===== src/rtl/md5_stream_ctrl.sv =====
// MD5 stream controller: fetches 256-bit ROM words, pads and chains blocks
// through the external MD5 core. Optional digest compare: MD5_DIGEST_CMP_EN.
module md5_stream_ctrl #(
  parameter int          ROM_AW = 10,
  parameter int          LEN_W  = 11,
  parameter logic [31:0] IV_A   = 32'h67452301,
  parameter logic [31:0] IV_B   = 32'hefcdab89,
  parameter logic [31:0] IV_C   = 32'h98badcfe,
  parameter logic [31:0] IV_D   = 32'h10325476
) (
  input  logic              Clk,
  input  logic              Reset,
  input  logic              start,
  input  logic [ROM_AW-1:0] base_addr,
  input  logic [LEN_W-1:0]  len_words,
  input  logic [127:0]      expected,
  output logic [ROM_AW-1:0] rom_addr,
  input  logic [255:0]      rom_data,
  output logic              core_rstb,
  output logic [31:0]       core_a_in,
  output logic [31:0]       core_b_in,
  output logic [31:0]       core_c_in,
  output logic [31:0]       core_d_in,
  output logic [511:0]      core_msg,
  input  logic [31:0]       core_a,
  input  logic [31:0]       core_b,
  input  logic [31:0]       core_c,
  input  logic [31:0]       core_d,
  input  logic              core_done,
  output logic              busy,
  output logic              done,
  output logic [127:0]      digest,
  output logic              match
);

  typedef enum logic [3:0] {
    S_IDLE, S_FETCH0, S_CAP0, S_CAP1, S_ODD,
    S_LAUNCH, S_WAIT, S_UPDATE, S_FIN
  } state_t;

  state_t r_state, w_next;

  logic [ROM_AW-1:0] r_ptr, r_addr;
  logic [LEN_W-1:0]  r_len, r_rem;
  logic [31:0]       r_a, r_b, r_c, r_d;
  logic [511:0]      r_msg;
  logic [127:0]      r_digest;
  logic              r_final, r_busy, r_done;
  logic              w_rd;
  logic [63:0]       w_bitlen;

  assign w_bitlen = 64'(r_len) << 8;

  always_ff @(posedge Clk) begin
    if (Reset) r_state <= S_IDLE;
    else       r_state <= w_next;
  end

  always_comb begin
    w_next = r_state;
    w_rd   = 1'b0;
    unique case (r_state)
      S_IDLE:   if (start) w_next = S_FETCH0;
      S_FETCH0: begin
        if (r_rem == '0) begin
          w_next = S_LAUNCH;
        end else begin
          w_rd   = 1'b1;
          w_next = (r_rem == LEN_W'(1)) ? S_ODD : S_CAP0;
        end
      end
      S_CAP0: begin
        w_rd   = 1'b1;
        w_next = S_CAP1;
      end
      S_CAP1:   w_next = S_LAUNCH;
      S_ODD:    w_next = S_LAUNCH;
      S_LAUNCH: w_next = S_WAIT;
      S_WAIT:   if (core_done) w_next = S_UPDATE;
      S_UPDATE: w_next = r_final ? S_FIN : S_FETCH0;
      S_FIN:    w_next = S_IDLE;
      default:  w_next = S_IDLE;
    endcase
  end

  // address is only presented on read cycles, otherwise the last one holds
  assign rom_addr  = w_rd ? r_ptr : r_addr;
  assign core_rstb = (r_state != S_LAUNCH);

  always_ff @(posedge Clk) begin
    if (Reset) begin
      r_ptr    <= '0;
      r_addr   <= '0;
      r_len    <= '0;
      r_rem    <= '0;
      r_a      <= IV_A;
      r_b      <= IV_B;
      r_c      <= IV_C;
      r_d      <= IV_D;
      r_msg    <= '0;
      r_digest <= '0;
      r_final  <= 1'b0;
      r_busy   <= 1'b0;
      r_done   <= 1'b0;
    end else begin
      if (w_rd) begin
        r_ptr  <= r_ptr + ROM_AW'(1);
        r_addr <= r_ptr;
      end
      unique case (r_state)
        S_IDLE: if (start) begin
          r_ptr   <= base_addr;
          r_len   <= len_words;
          r_rem   <= len_words;
          r_a     <= IV_A;
          r_b     <= IV_B;
          r_c     <= IV_C;
          r_d     <= IV_D;
          r_final <= 1'b0;
          r_busy  <= 1'b1;
          r_done  <= 1'b0;
        end
        S_FETCH0: if (r_rem == '0) begin
          r_msg   <= {w_bitlen, 416'b0, 32'h00000080};
          r_final <= 1'b1;
        end
        S_CAP0: r_msg[255:0] <= rom_data;
        S_CAP1: begin
          r_msg[511:256] <= rom_data;
          r_rem          <= r_rem - LEN_W'(2);
        end
        S_ODD: begin
          r_msg   <= {w_bitlen, 160'b0, 32'h00000080, rom_data};
          r_final <= 1'b1;
        end
        S_UPDATE: begin
          r_a <= core_a;
          r_b <= core_b;
          r_c <= core_c;
          r_d <= core_d;
          if (r_final) r_digest <= {core_a, core_b, core_c, core_d};
        end
        S_FIN: begin
          r_done <= 1'b1;
          r_busy <= 1'b0;
        end
        default: ;
      endcase
    end
  end

  assign core_a_in = r_a;
  assign core_b_in = r_b;
  assign core_c_in = r_c;
  assign core_d_in = r_d;
  assign core_msg  = r_msg;
  assign busy      = r_busy;
  assign done      = r_done;
  assign digest    = r_digest;

`ifdef MD5_DIGEST_CMP_EN
  logic r_match;
  always_ff @(posedge Clk) begin
    if (Reset)                        r_match <= 1'b0;
    else if (r_state == S_IDLE && start) r_match <= 1'b0;
    else if (r_state == S_FIN)        r_match <= (r_digest == expected);
  end
  assign match = r_match;
`else
  logic w_unused;
  assign w_unused = ^expected;
  assign match    = 1'b0;
`endif

endmodule


===== config.mk =====
export PLATFORM = sky130hd
export DESIGN_NAME = md5_stream_ctrl
export DESIGN_NICKNAME = d
export VERILOG_FILES = /design/src/rtl/md5_stream_ctrl.sv
export SDC_FILE = /design/constraint.sdc
export NUM_CORES = 1
export LEC_CHECK = 0
export BUFFER_PORTS_ARGS = -buffer_cell sky130_fd_sc_hd__buf_2
export CAP_MARGIN = 5
export CORE_AREA = 4 4 505 507
export CTS_CLUSTER_DIAMETER = 100
export DETAILED_ROUTE_END_ITERATION = 8
export DIE_AREA = 0 0 509 511
export GPL_ROUTABILITY_DRIVEN = 0
export GPL_TIMING_DRIVEN = 0
export PLACE_DENSITY_LB_ADDON = 0.1
export SETUP_SLACK_MARGIN = 0.1
export SLEW_MARGIN = 20
export SYNTH_ARGS = -nofsm -noshare
export SYNTH_HDL_FRONTEND = slang
export SYNTH_SLANG_ARGS = --single-unit

===== constraint.sdc =====
create_clock -name Clk -period 5.7 [get_ports Clk]
set_input_delay 1.14 -clock Clk [delete_from_list [all_inputs] [get_ports Clk]]
set_output_delay 1.14 -clock Clk [all_outputs]
set_load 0.02 [all_outputs]

==> results.md <==
* Met3 Routed Length at 19900 um
* Synth area leader: dfxtp_1
* Yosys top cell area share at 61.2%
* Routed length on met2 at 97300 um
* TritonCTS Buffers at 110
* Vias/cell at 3.56
* CTS hold repair buffers at 0
* Largest net degree at the start of global routing at 19
* Fraction of registers with async set/reset at 0%
* Commonest non-fill, non-tap cell in the layout: buf_2
* CP max FO at 10
* Setup violators final at 0
* Setup Fix Bufs, Post-CTS at 0
* Pwr dens at 500 nW/um^2
* Synth Warn # at 0
* Setup TNS at 0 ns
* FF-to-FF setup slack at 2.36 ns
* Critical Path End: rom_addr[8]
* Global-route wire length before repair at 255000 um
* Total Routed Length at 195000 um
* R2R depth at 7
* Share of cells above drive strength 1 at 36.8%
* Minimum clock period at 4.26 ns
* Clock transition at path regs at 0.06 ns
* GRT overflow at 0
* Syn Nets at 3139
* Fin crit share at 74.7%
* Element type at the critical path end: output pin
* Most frequent cells in the layout: 1266 x buf_2, 817 x dfxtp_1, 500 x a22o_1, 384 x nand2_1, 211 x a21oi_1
* XOR/XNOR Fraction of Synth Area at 0.131%
* Clock skew at 0.0628 ns
* Reg2reg start: r_state[0]
* Vias in the first global route at 26212
* Fin util at 16.2%
* Met1 Wirelength at 72500 um
* Number of synthesized flops with an enable pin at 0
* Fin nets at 4441
* Worst-Margin Slew at 0.968 ns
* Post-synthesis mux area share at 0.576%
* Fillers at 28717
* Status: completed
* Die W at 509 um
* Max Cap Violations at 0
* Synth Register Bits at 817
* Clock sink total at 817
* Worst EP required at 4.56 ns
* Antenna Violating Nets Remaining at 0
* Dpl ws at 1.46 ns
* Simple-Gate Fraction of Synth Area at 11.2%
* Overall routing resource usage at 14.3%
* DR pass1 iterations at 5
* Placed Cells at 7138
* Critical path class: flop to output pin
* Pleak at 17.4 nW
* DRC at 0
* Peak Freq at 0.235 GHz
* Syn Area/Cell at 10.3 sq um
* Synth Area in Compound Gates at 23.0%
* I/O Buffers at 1188
* R2r endpoint: core_msg[435]
* Final Hold Vio Count at 0
* Post-CTS sizing at 0
* Slew headroom at 35.5%
* Mapped cell area at 26700 sq um
* Drt wl/cell at 26.6 um
* Die height at 511 um
* Pwr Total at 20.3 mW
* Post-Syn Instances at 2600
* Final non-filler cell total at 7349
* Ranking of synthesized cells by area: dfxtp_1 61%, a22o_1 16%, nand2_1 5.4%
* Starting DRT DRC Count at 1316
* Root Driver: clkbuf_16
* Initial antenna violation count at 143
* RSZ-0062 raised after global routing: false
* H-tree Lvls at 3
* Post-synthesis adder-cell area fraction at 0.0936%
* Hpwl dp at 162000 um
* Area growth, synth to finish at 51.7%
* Core area at 250000 sq um
* Die footprint at 260000 sq um
* Crit path launch: r_rem[4]
* Deepest clock path buffer count at 3
* Worst skew pair latency at 0.77 ns
* Top sig layer: met5
* Peak VDD IR at 269 uV
* Hold Path Class: flop to flop
* Total I/O pin count at 1319
* Core Rows at 184
* Synth cell types at 55
* CP Data Arrival Time at 3.12 ns
* Fin. max-slew vios at 0
* Worst setup SP type: flop
* Area occupied by multi-input gates at 9370 sq um
* Initial core utilization at 10.7%
* CTS tree: yes
* Area of all sequential standard cells at 16400 sq um
* Seq/Total Area, Yosys at 61.2%
* Primary FF master, synth: dfxtp_1
* Combinational family with the most area after synthesis: compound AO/OA/AOI/OAI gates
* Routed vias at 26175
* Post-route setup slack at 1.44 ns
-- cells by family after synthesis --
group,count (synthesis)
compound gates,826
xor+xnor,4
fa+ha+maj,2
buf+inv,241
flops,817
mux,14
other cells,1
simple gates,695
-- cell type report --
class / count / area share [%]
antenna: 18 / 0.111
buffer: 235 / 2.50
clock buffer: 166 / 7.97
clock inverter: 27 / 0.873
inverter: 6 / 0.0556
multi-input combinational: 1542 / 23.1
sequential: 817 / 40.3
tap: 3348 / 10.3
timing repair buffer: 1190 / 14.7
-- worst max-delay path: stages (launching register included) --
cell,delay (ns)
dfxtp_1,0.35
nor3_1,0.41
nand4_1,0.43
a21boi_4,0.48
buf_6,0.21
mux2_2,0.35
buf_2,0.17
-- worst min-delay path by stage --
stage          cells after the start          start       endpoint
3_5_place_dp                       1  core_msg[263]  core_msg[263]
5_1_grt                            2     digest[61]     digest[61]
4_1_cts                            2     digest[71]     digest[71]
6_report                           2     digest[79]     digest[79]
3_3_place_gp                       1  core_msg[263]  core_msg[263]
2_1_floorplan                      2       r_len[0]       r_len[0]
-- metrics by stage --
step,area [sq um],hold slack (ns)
final,40500,0.451
after CTS,40500,0.453
after global placement,36900,0.434
after floorplan,26700,0.437
after global routing,40500,0.466
after detailed placement,36900,0.438
-- sequential cells by signal, summed over array words and instances, names as in the netlist, 11 cells and up --
name,flops
core_a_in,32
core_d_in,32
core_c_in,32
r_len,11
core_b_in,32
core_msg,512
digest,128
r_rem,11
-- Yosys cell counts, types with 7 or more instances --
| cell type | count |
|---|---|
| a21oi_1 | 211 |
| a22o_1 | 500 |
| a311oi_1 | 13 |
| a31oi_1 | 10 |
| and2_1 | 13 |
| buf_1 | 10 |
| buf_2 | 77 |
| clkbuf_1 | 144 |
| dfxtp_1 | 817 |
| mux2_2 | 10 |
| nand2_1 | 384 |
| nand3_1 | 75 |
| nor2_1 | 107 |
| nor3_1 | 77 |
| o21ai_0 | 73 |
| or3_1 | 7 |
-- routing by layer --
metal / track usage (%) / vias to the layer above
li1: - / 12034
met1: 15.2 / 12587
met2: 25.6 / 1119
met3: 6.28 / 361
met4: 3.59 / 74
met5: 0 / -
-- power breakdown --
part           internal, mW  switching [mW]
Sequential             6.65           0.622
Combinational          1.76            4.27
Clock                  3.97            3.00
Note: power is estimated with default switching activity, not from simulation.
